**src/rtl/cic_pkg.sv**
```systemverilog
// cic_pkg: shared constants, default compensation coefficients and FSM state type
// Holds the tap count, coefficient width, the inverse-sinc coefficient set and
// the comp_state_t encoding used by cic_comp_fir.
package cic_pkg;
  localparam int COMP_TAPS = 11;
  localparam int COMP_COEF_WIDTH = 18;
  // Symmetric inverse-sinc taps in Q1.17; element k multiplies x[n-k].
  localparam logic [COMP_TAPS-1:0][COMP_COEF_WIDTH-1:0] COMP_COEFS = {
    -18'sd300, 18'sd900, -18'sd2400, 18'sd6200, -18'sd16500, 18'sd120000,
    -18'sd16500, 18'sd6200, -18'sd2400, 18'sd900, -18'sd300
  };
  typedef enum logic [1:0] {IDLE, MAC, ROUND} comp_state_t;
endpackage

```
**src/rtl/cic_comp_mac.sv**
```systemverilog
// cic_comp_mac: one-channel accumulator with half-up rounding and saturation
// Ports: clk_i/rst_i clock and async reset; clr_i zeroes the accumulator;
// en_i adds coef_i*x_i; round_i loads the rounded, saturated result into y_o.
module cic_comp_mac #(
  parameter int WIDTH = 16,
  parameter int COEF_WIDTH = 18,
  parameter int TAPS = 11,
  parameter int FRAC_BITS = 17
) (
  input  logic                         clk_i,
  input  logic                         rst_i,
  input  logic                         clr_i,
  input  logic                         en_i,
  input  logic                         round_i,
  input  logic signed [COEF_WIDTH-1:0] coef_i,
  input  logic signed [WIDTH-1:0]      x_i,
  output logic signed [WIDTH-1:0]      y_o
);
  localparam int AW = WIDTH + COEF_WIDTH + $clog2(TAPS);
  localparam int PWD = WIDTH + COEF_WIDTH;
  localparam logic signed [AW:0] HALF = (AW+1)'(1) <<< (FRAC_BITS - 1);
  localparam logic signed [AW:0] MAXV = (AW+1)'((1 << (WIDTH - 1)) - 1);
  localparam logic signed [AW:0] MINV = -MAXV - (AW+1)'(1);
  logic signed [PWD-1:0] prod;
  logic signed [AW-1:0] acc_q, acc_d;
  logic signed [AW:0] rnd;
  logic signed [WIDTH-1:0] y_q, y_d;
  always_comb begin
    prod = PWD'(coef_i) * PWD'(x_i);
    acc_d = clr_i ? '0 : en_i ? acc_q + AW'(prod) : acc_q;
    // One guard bit keeps the rounding offset from overflowing the accumulator.
    rnd = ((AW+1)'(acc_q) + HALF) >>> FRAC_BITS;
    y_d = rnd > MAXV ? MAXV[WIDTH-1:0] : rnd < MINV ? MINV[WIDTH-1:0] : rnd[WIDTH-1:0];
  end
  always_ff @(posedge clk_i or posedge rst_i)
    if (rst_i) begin
      acc_q <= '0;
      y_q <= '0;
    end else begin
      acc_q <= acc_d;
      if (round_i) y_q <= y_d;
    end
  assign y_o = y_q;
endmodule

```
**src/rtl/cic_comp_fir.sv**
```systemverilog
// cic_comp_fir: time-multiplexed I/Q inverse-sinc compensation FIR ahead of the CIC
// Ports: i_clock/i_reset clock and async active-high reset; i_inph_data/i_quad_data
// with i_ready strobe in; o_inph_data/o_quad_data held results with o_ready strobe;
// o_busy while computing; o_overrun sticky flag for strobes dropped while busy.
module cic_comp_fir
  import cic_pkg::*;
#(
  parameter int WIDTH = 16,
  parameter int COEF_WIDTH = COMP_COEF_WIDTH,
  parameter int TAPS = COMP_TAPS,
  parameter int FRAC_BITS = 17,
  parameter logic [TAPS-1:0][COEF_WIDTH-1:0] COEFS = COMP_COEFS
) (
  input  logic                    i_clock,
  input  logic                    i_reset,
  input  logic signed [WIDTH-1:0] i_inph_data,
  input  logic signed [WIDTH-1:0] i_quad_data,
  input  logic                    i_ready,
  output logic signed [WIDTH-1:0] o_inph_data,
  output logic signed [WIDTH-1:0] o_quad_data,
  output logic                    o_ready,
  output logic                    o_busy,
  output logic                    o_overrun
);
  localparam int PW = $clog2(TAPS);
  localparam logic [PW-1:0] LAST = PW'(TAPS - 1);
  comp_state_t state_q;
  logic [PW-1:0] k_q, wr_ptr_q, wr_ptr_d, rd_q, rd_d;
  logic signed [WIDTH-1:0] dl_i_q [TAPS];
  logic signed [WIDTH-1:0] dl_q_q [TAPS];
  logic signed [COEF_WIDTH-1:0] coef;
  logic ready_q, ovr_q, accept;
  always_comb begin
    accept = state_q == IDLE && i_ready;
    wr_ptr_d = wr_ptr_q == LAST ? '0 : wr_ptr_q + PW'(1);
    rd_d = rd_q == '0 ? LAST : rd_q - PW'(1);
    coef = COEFS[k_q];
  end
  // rd_q starts at the slot just written and walks backwards, so tap k reads x[n-k].
  always_ff @(posedge i_clock or posedge i_reset)
    if (i_reset) begin
      state_q <= IDLE;
      k_q <= '0;
      wr_ptr_q <= '0;
      rd_q <= '0;
      ready_q <= 1'b0;
      ovr_q <= 1'b0;
      for (int t = 0; t < TAPS; t++) begin
        dl_i_q[t] <= '0;
        dl_q_q[t] <= '0;
      end
    end else begin
      ready_q <= state_q == ROUND;
      if (i_ready && state_q != IDLE) ovr_q <= 1'b1;
      case (state_q)
        IDLE: if (i_ready) begin
          dl_i_q[wr_ptr_q] <= i_inph_data;
          dl_q_q[wr_ptr_q] <= i_quad_data;
          rd_q <= wr_ptr_q;
          wr_ptr_q <= wr_ptr_d;
          k_q <= '0;
          state_q <= MAC;
        end
        MAC: begin
          rd_q <= rd_d;
          if (k_q == LAST) state_q <= ROUND;
          else k_q <= k_q + PW'(1);
        end
        default: state_q <= IDLE;
      endcase
    end
  cic_comp_mac #(.WIDTH(WIDTH), .COEF_WIDTH(COEF_WIDTH), .TAPS(TAPS), .FRAC_BITS(FRAC_BITS)) u_mac_i (
    .clk_i(i_clock), .rst_i(i_reset), .clr_i(accept), .en_i(state_q == MAC),
    .round_i(state_q == ROUND), .coef_i(coef), .x_i(dl_i_q[rd_q]), .y_o(o_inph_data)
  );
  cic_comp_mac #(.WIDTH(WIDTH), .COEF_WIDTH(COEF_WIDTH), .TAPS(TAPS), .FRAC_BITS(FRAC_BITS)) u_mac_q (
    .clk_i(i_clock), .rst_i(i_reset), .clr_i(accept), .en_i(state_q == MAC),
    .round_i(state_q == ROUND), .coef_i(coef), .x_i(dl_q_q[rd_q]), .y_o(o_quad_data)
  );
  assign o_ready = ready_q;
  assign o_busy = state_q != IDLE;
  assign o_overrun = ovr_q;
endmodule

```
**config.mk**
```make
export PLATFORM = sky130hd
export DESIGN_NAME = cic_comp_fir
export DESIGN_NICKNAME = d
export VERILOG_FILES = /design/src/rtl/cic_pkg.sv /design/src/rtl/cic_comp_mac.sv /design/src/rtl/cic_comp_fir.sv
export SDC_FILE = /design/constraint.sdc
export NUM_CORES = 2
export LEC_CHECK = 0
export CAP_MARGIN = 20
export CORE_MARGIN = 8
export CORE_UTILIZATION = 70
export DETAILED_ROUTE_END_ITERATION = 6
export PLACE_DENSITY_LB_ADDON = 0.25
export SYNTH_ARGS = -nofsm -noshare
export SYNTH_HDL_FRONTEND = slang
export SYNTH_SLANG_ARGS = --single-unit
```
**constraint.sdc**
```tcl
create_clock -name i_clock -period 41.3 [get_ports i_clock]
set_clock_uncertainty 0.1 [all_clocks]
set_input_delay 6.195 -clock i_clock [delete_from_list [all_inputs] [get_ports i_clock]]
set_output_delay 6.195 -clock i_clock [all_outputs]
set_load 0.01 [all_outputs]
```
==> flow_metrics.py <==
metrics = {
    "status": {
        "status": "finished clean",
    },
    "layout": {
        "nets": 5059,
        "regArea_sq_um": 11820,
        "fillerInstances": 4190,
        "layout_common_cells": "677 x inv_1, 528 x fa_1, 469 x dfrtp_1",
        "syn_to_final_growth_pct": 7.544,
        "final_common_cell": "inv_1",
        "drive_above_1_share_pct": 14.45,
        "multiInputGateArea_sq_um": 28830,
    },
    "placement": {
        "place.gp.congestion": 1.008,
        "portBuffers": 69,
        "dpl.hpwl_mm": 77.71,
    },
    "setup_path": {
        "cp-end-kind": "flop",
        "slowest_stage": "o21ai_0",
        "cp_max_fo": 20,
        "cp-start-kind": "flop",
        "critPathMaxStageDelay_ns": 0.76,
        "cp.arrival_ns": 11.56,
        "crit_top_cell": "fa_1",
        "crit_type": "reg -> reg",
        "cp_data_required_time_ns": 41.76,
    },
    "cts": {
        "htreeDepth": 2,
        "clk_pin_slew_worst_paths_ns": 0.06,
        "cts_buffer_depth": 3,
        "cts-buffers-inserted": 51,
        "clkSinkCount": 472,
        "cts_hold_buf": 0,
        "cts_resized": 0,
        "clock_tree.root_cell": "clkbuf_16",
        "insertion_delay_ns": 0.63,
        "post-cts-setup-buffers": 0,
        "cts_tree": "done",
    },
    "floorplan": {
        "fp.dieW_um": 266.4,
        "pin_count": 70,
        "start_util_pct": 70.24,
        "core_sq_um": 62500,
        "die-area_sq_um": 70990,
        "die_y_um": 266.4,
        "num_rows": 92,
    },
    "sta": {
        "worst_pin_slew_ns": 1.180,
        "period_share_pct": 26.88,
        "drv_slew": 0,
        "finalHoldViolCount": 0,
        "setup_viol_count_final": 0,
        "slew_headroom_pct": 20.87,
        "setup_tns_ns": 0,
        "rsz0062_at_grt": "false",
        "period_minus_slack_ns": 11.10,
        "fmax_mhz": 90.09,
    },
    "yosys": {
        "ys_seq_area_share_pct": 26.90,
        "yosysTopAreaCell": "dfrtp_1",
        "yosys_register_bits": 472,
        "synth_area_leaders": "dfrtp_1 27%, fa_1 24%, mux2_2 9.1%, ha_1 7.0%, inv_1 5.8%",
        "ys_types": 78,
        "async_flop_share_pct": 100.0,
        "synth_xor_area_share_pct": 3.209,
        "synth-compound-area-share_pct": 8.798,
        "syn_nets": 5088,
        "syn_inst": 4281,
        "avgSynthCellArea_sq_um": 10.26,
        "synth_area_sq_um": 43900,
        "synthSimpleGateAreaFrac_pct": 9.240,
        "synth_top_family_by_area": "adder cells",
        "synth_adder_area_share_pct": 31.03,
        "synth_edf_count": 0,
        "synth-main-ff-cell": "dfrtp_1",
        "netlist.area_leader.share_pct": 26.90,
        "synthMuxAreaShare_pct": 13.16,
        "yosysWarnings": 0,
    },
    "global_route": {
        "overflow": 0,
        "track_usage_pct": 30.85,
        "antenna_found_initial": 3,
        "grt_pass1_wl_mm": 174.9,
        "grt_max_degree": 182,
        "grt_pass1_vias": 32680,
    },
    "route": {
        "vias": 31090,
        "drt-initial-drc-count": 2433,
        "wl_per_cell_um": 20.86,
        "drc_errors": 0,
        "antenna_left": 0,
        "vias_per_cell": 6.050,
        "routed_wirelength_mm": 107.2,
        "drt_first_pass_iters": 6,
    },
    "hold_path": {
        "hp-class": "reg -> reg",
    },
    "job": {
        "cap_violations": 0,
    },
}
[layout make-up]
class	instances	share of cell area, %
multi-input combinational	2919	61.06
clock buffer	69	3.040
timing repair buffer	129	2.507
tap	846	2.242
antenna	1	0.005300
inverter	679	5.414
clock inverter	23	0.6996
sequential	472	25.04
[cell families after synthesis]
logic type	count (synthesis)
AND/OR/NAND/NOR	921
buffers and inverters	890
adder cells (fa/ha/maj)	772
AO/OA/AOI/OAI	613
flip-flops	472
multiplexers	453
XOR/XNOR	160
[through the flow]
| step | setup slack (ns) | instance area [sq um] | util, % | hold slack (ns) | cells |
|---|---|---|---|---|---|
| after detailed placement | 30.20 | 45420 | 72.66 | 0.3520 | 5042 |
| after global routing | 29.64 | 47210 | 75.54 | 0.3977 | 5138 |
| after global placement | 30.49 | 45390 | 72.62 | 0.3406 | 5040 |
| after CTS | 30.07 | 47180 | 75.48 | 0.3652 | 5134 |
| final | 30.20 | 47210 | 75.54 | 0.3607 | 5138 |
| after floorplan | 21.84 | 43900 | - | 0.3551 | 4281 |
[worst max-delay path, delay by kind of cell (launching register included)]
family | cells | cell delay [ns]
flops | 1 | 0.63
buf+inv | 5 | 0.75
compound gates | 20 | 4.10
xor+xnor | 2 | 0.32
fa+ha+maj | 8 | 3.69
simple gates | 5 | 1.36
[routing by layer]
layer | vias to the layer above | global-route usage (%) | part of all wire, %
met2 | 1188 | 50.20 | 47
met1 | 15700 | 40.91 | 40
met5 | - | 0 | 0.013
li1 | 13870 | - | -
met3 | 321 | 6.180 | 8.3
met4 | 2 | 12.06 | 3.9
[cells in the mapped netlist, types with 12 or more instances]
master	number
a211oi_1	23
a21o_1	45
a21oi_1	152
and2_1	45
and3_1	12
buf_1	35
buf_2	18
clkbuf_1	158
dfrtp_1	472
fa_1	528
ha_1	244
inv_1	678
mux2_2	353
mux2i_1	36
mux4_2	64
nand2_1	335
nand2b_1	32
nand3_1	77
nand4_1	15
nor2_1	323
nor2b_1	13
nor3_1	25
o211ai_1	36
o21a_1	58
o21ai_0	177
o21ai_1	15
o21bai_1	20
o31ai_1	19
xnor2_1	107
xor2_1	52
[worst paths after layout]
kind	end	depth (start not counted)	slack, ns	startpoint
setup / recovery	u_mac_q.acc_q[37]	40	30.20	rd_q[0]
hold / removal	o_overrun	1	0.36	o_overrun
setup reg to reg	u_mac_q.acc_q[37]	40	30.20	rd_q[0]
hold reg to reg	o_overrun	1	0.36	o_overrun
max in group asynchronous	dl_q_q[151]	4	32.84	i_reset
min in group asynchronous	dl_i_q[130]	2	6.07	i_reset
[registers in the layout, summed over array words and instances, names as in the netlist]
| signal | count |
|---|---|
| dl_i_q | 176 |
| dl_q_q | 176 |
| k_q | 4 |
| o_overrun | 1 |
| o_ready | 1 |
| rd_q | 4 |
| state_q | 2 |
| u_mac_i.acc_q | 36 |
| u_mac_i.y_o | 16 |
| u_mac_q.acc_q | 36 |
| u_mac_q.y_o | 16 |
| wr_ptr_q | 4 |
Power is not shown: default switching activity piles up to over one toggle a cycle in this logic, so the estimate is an artifact.
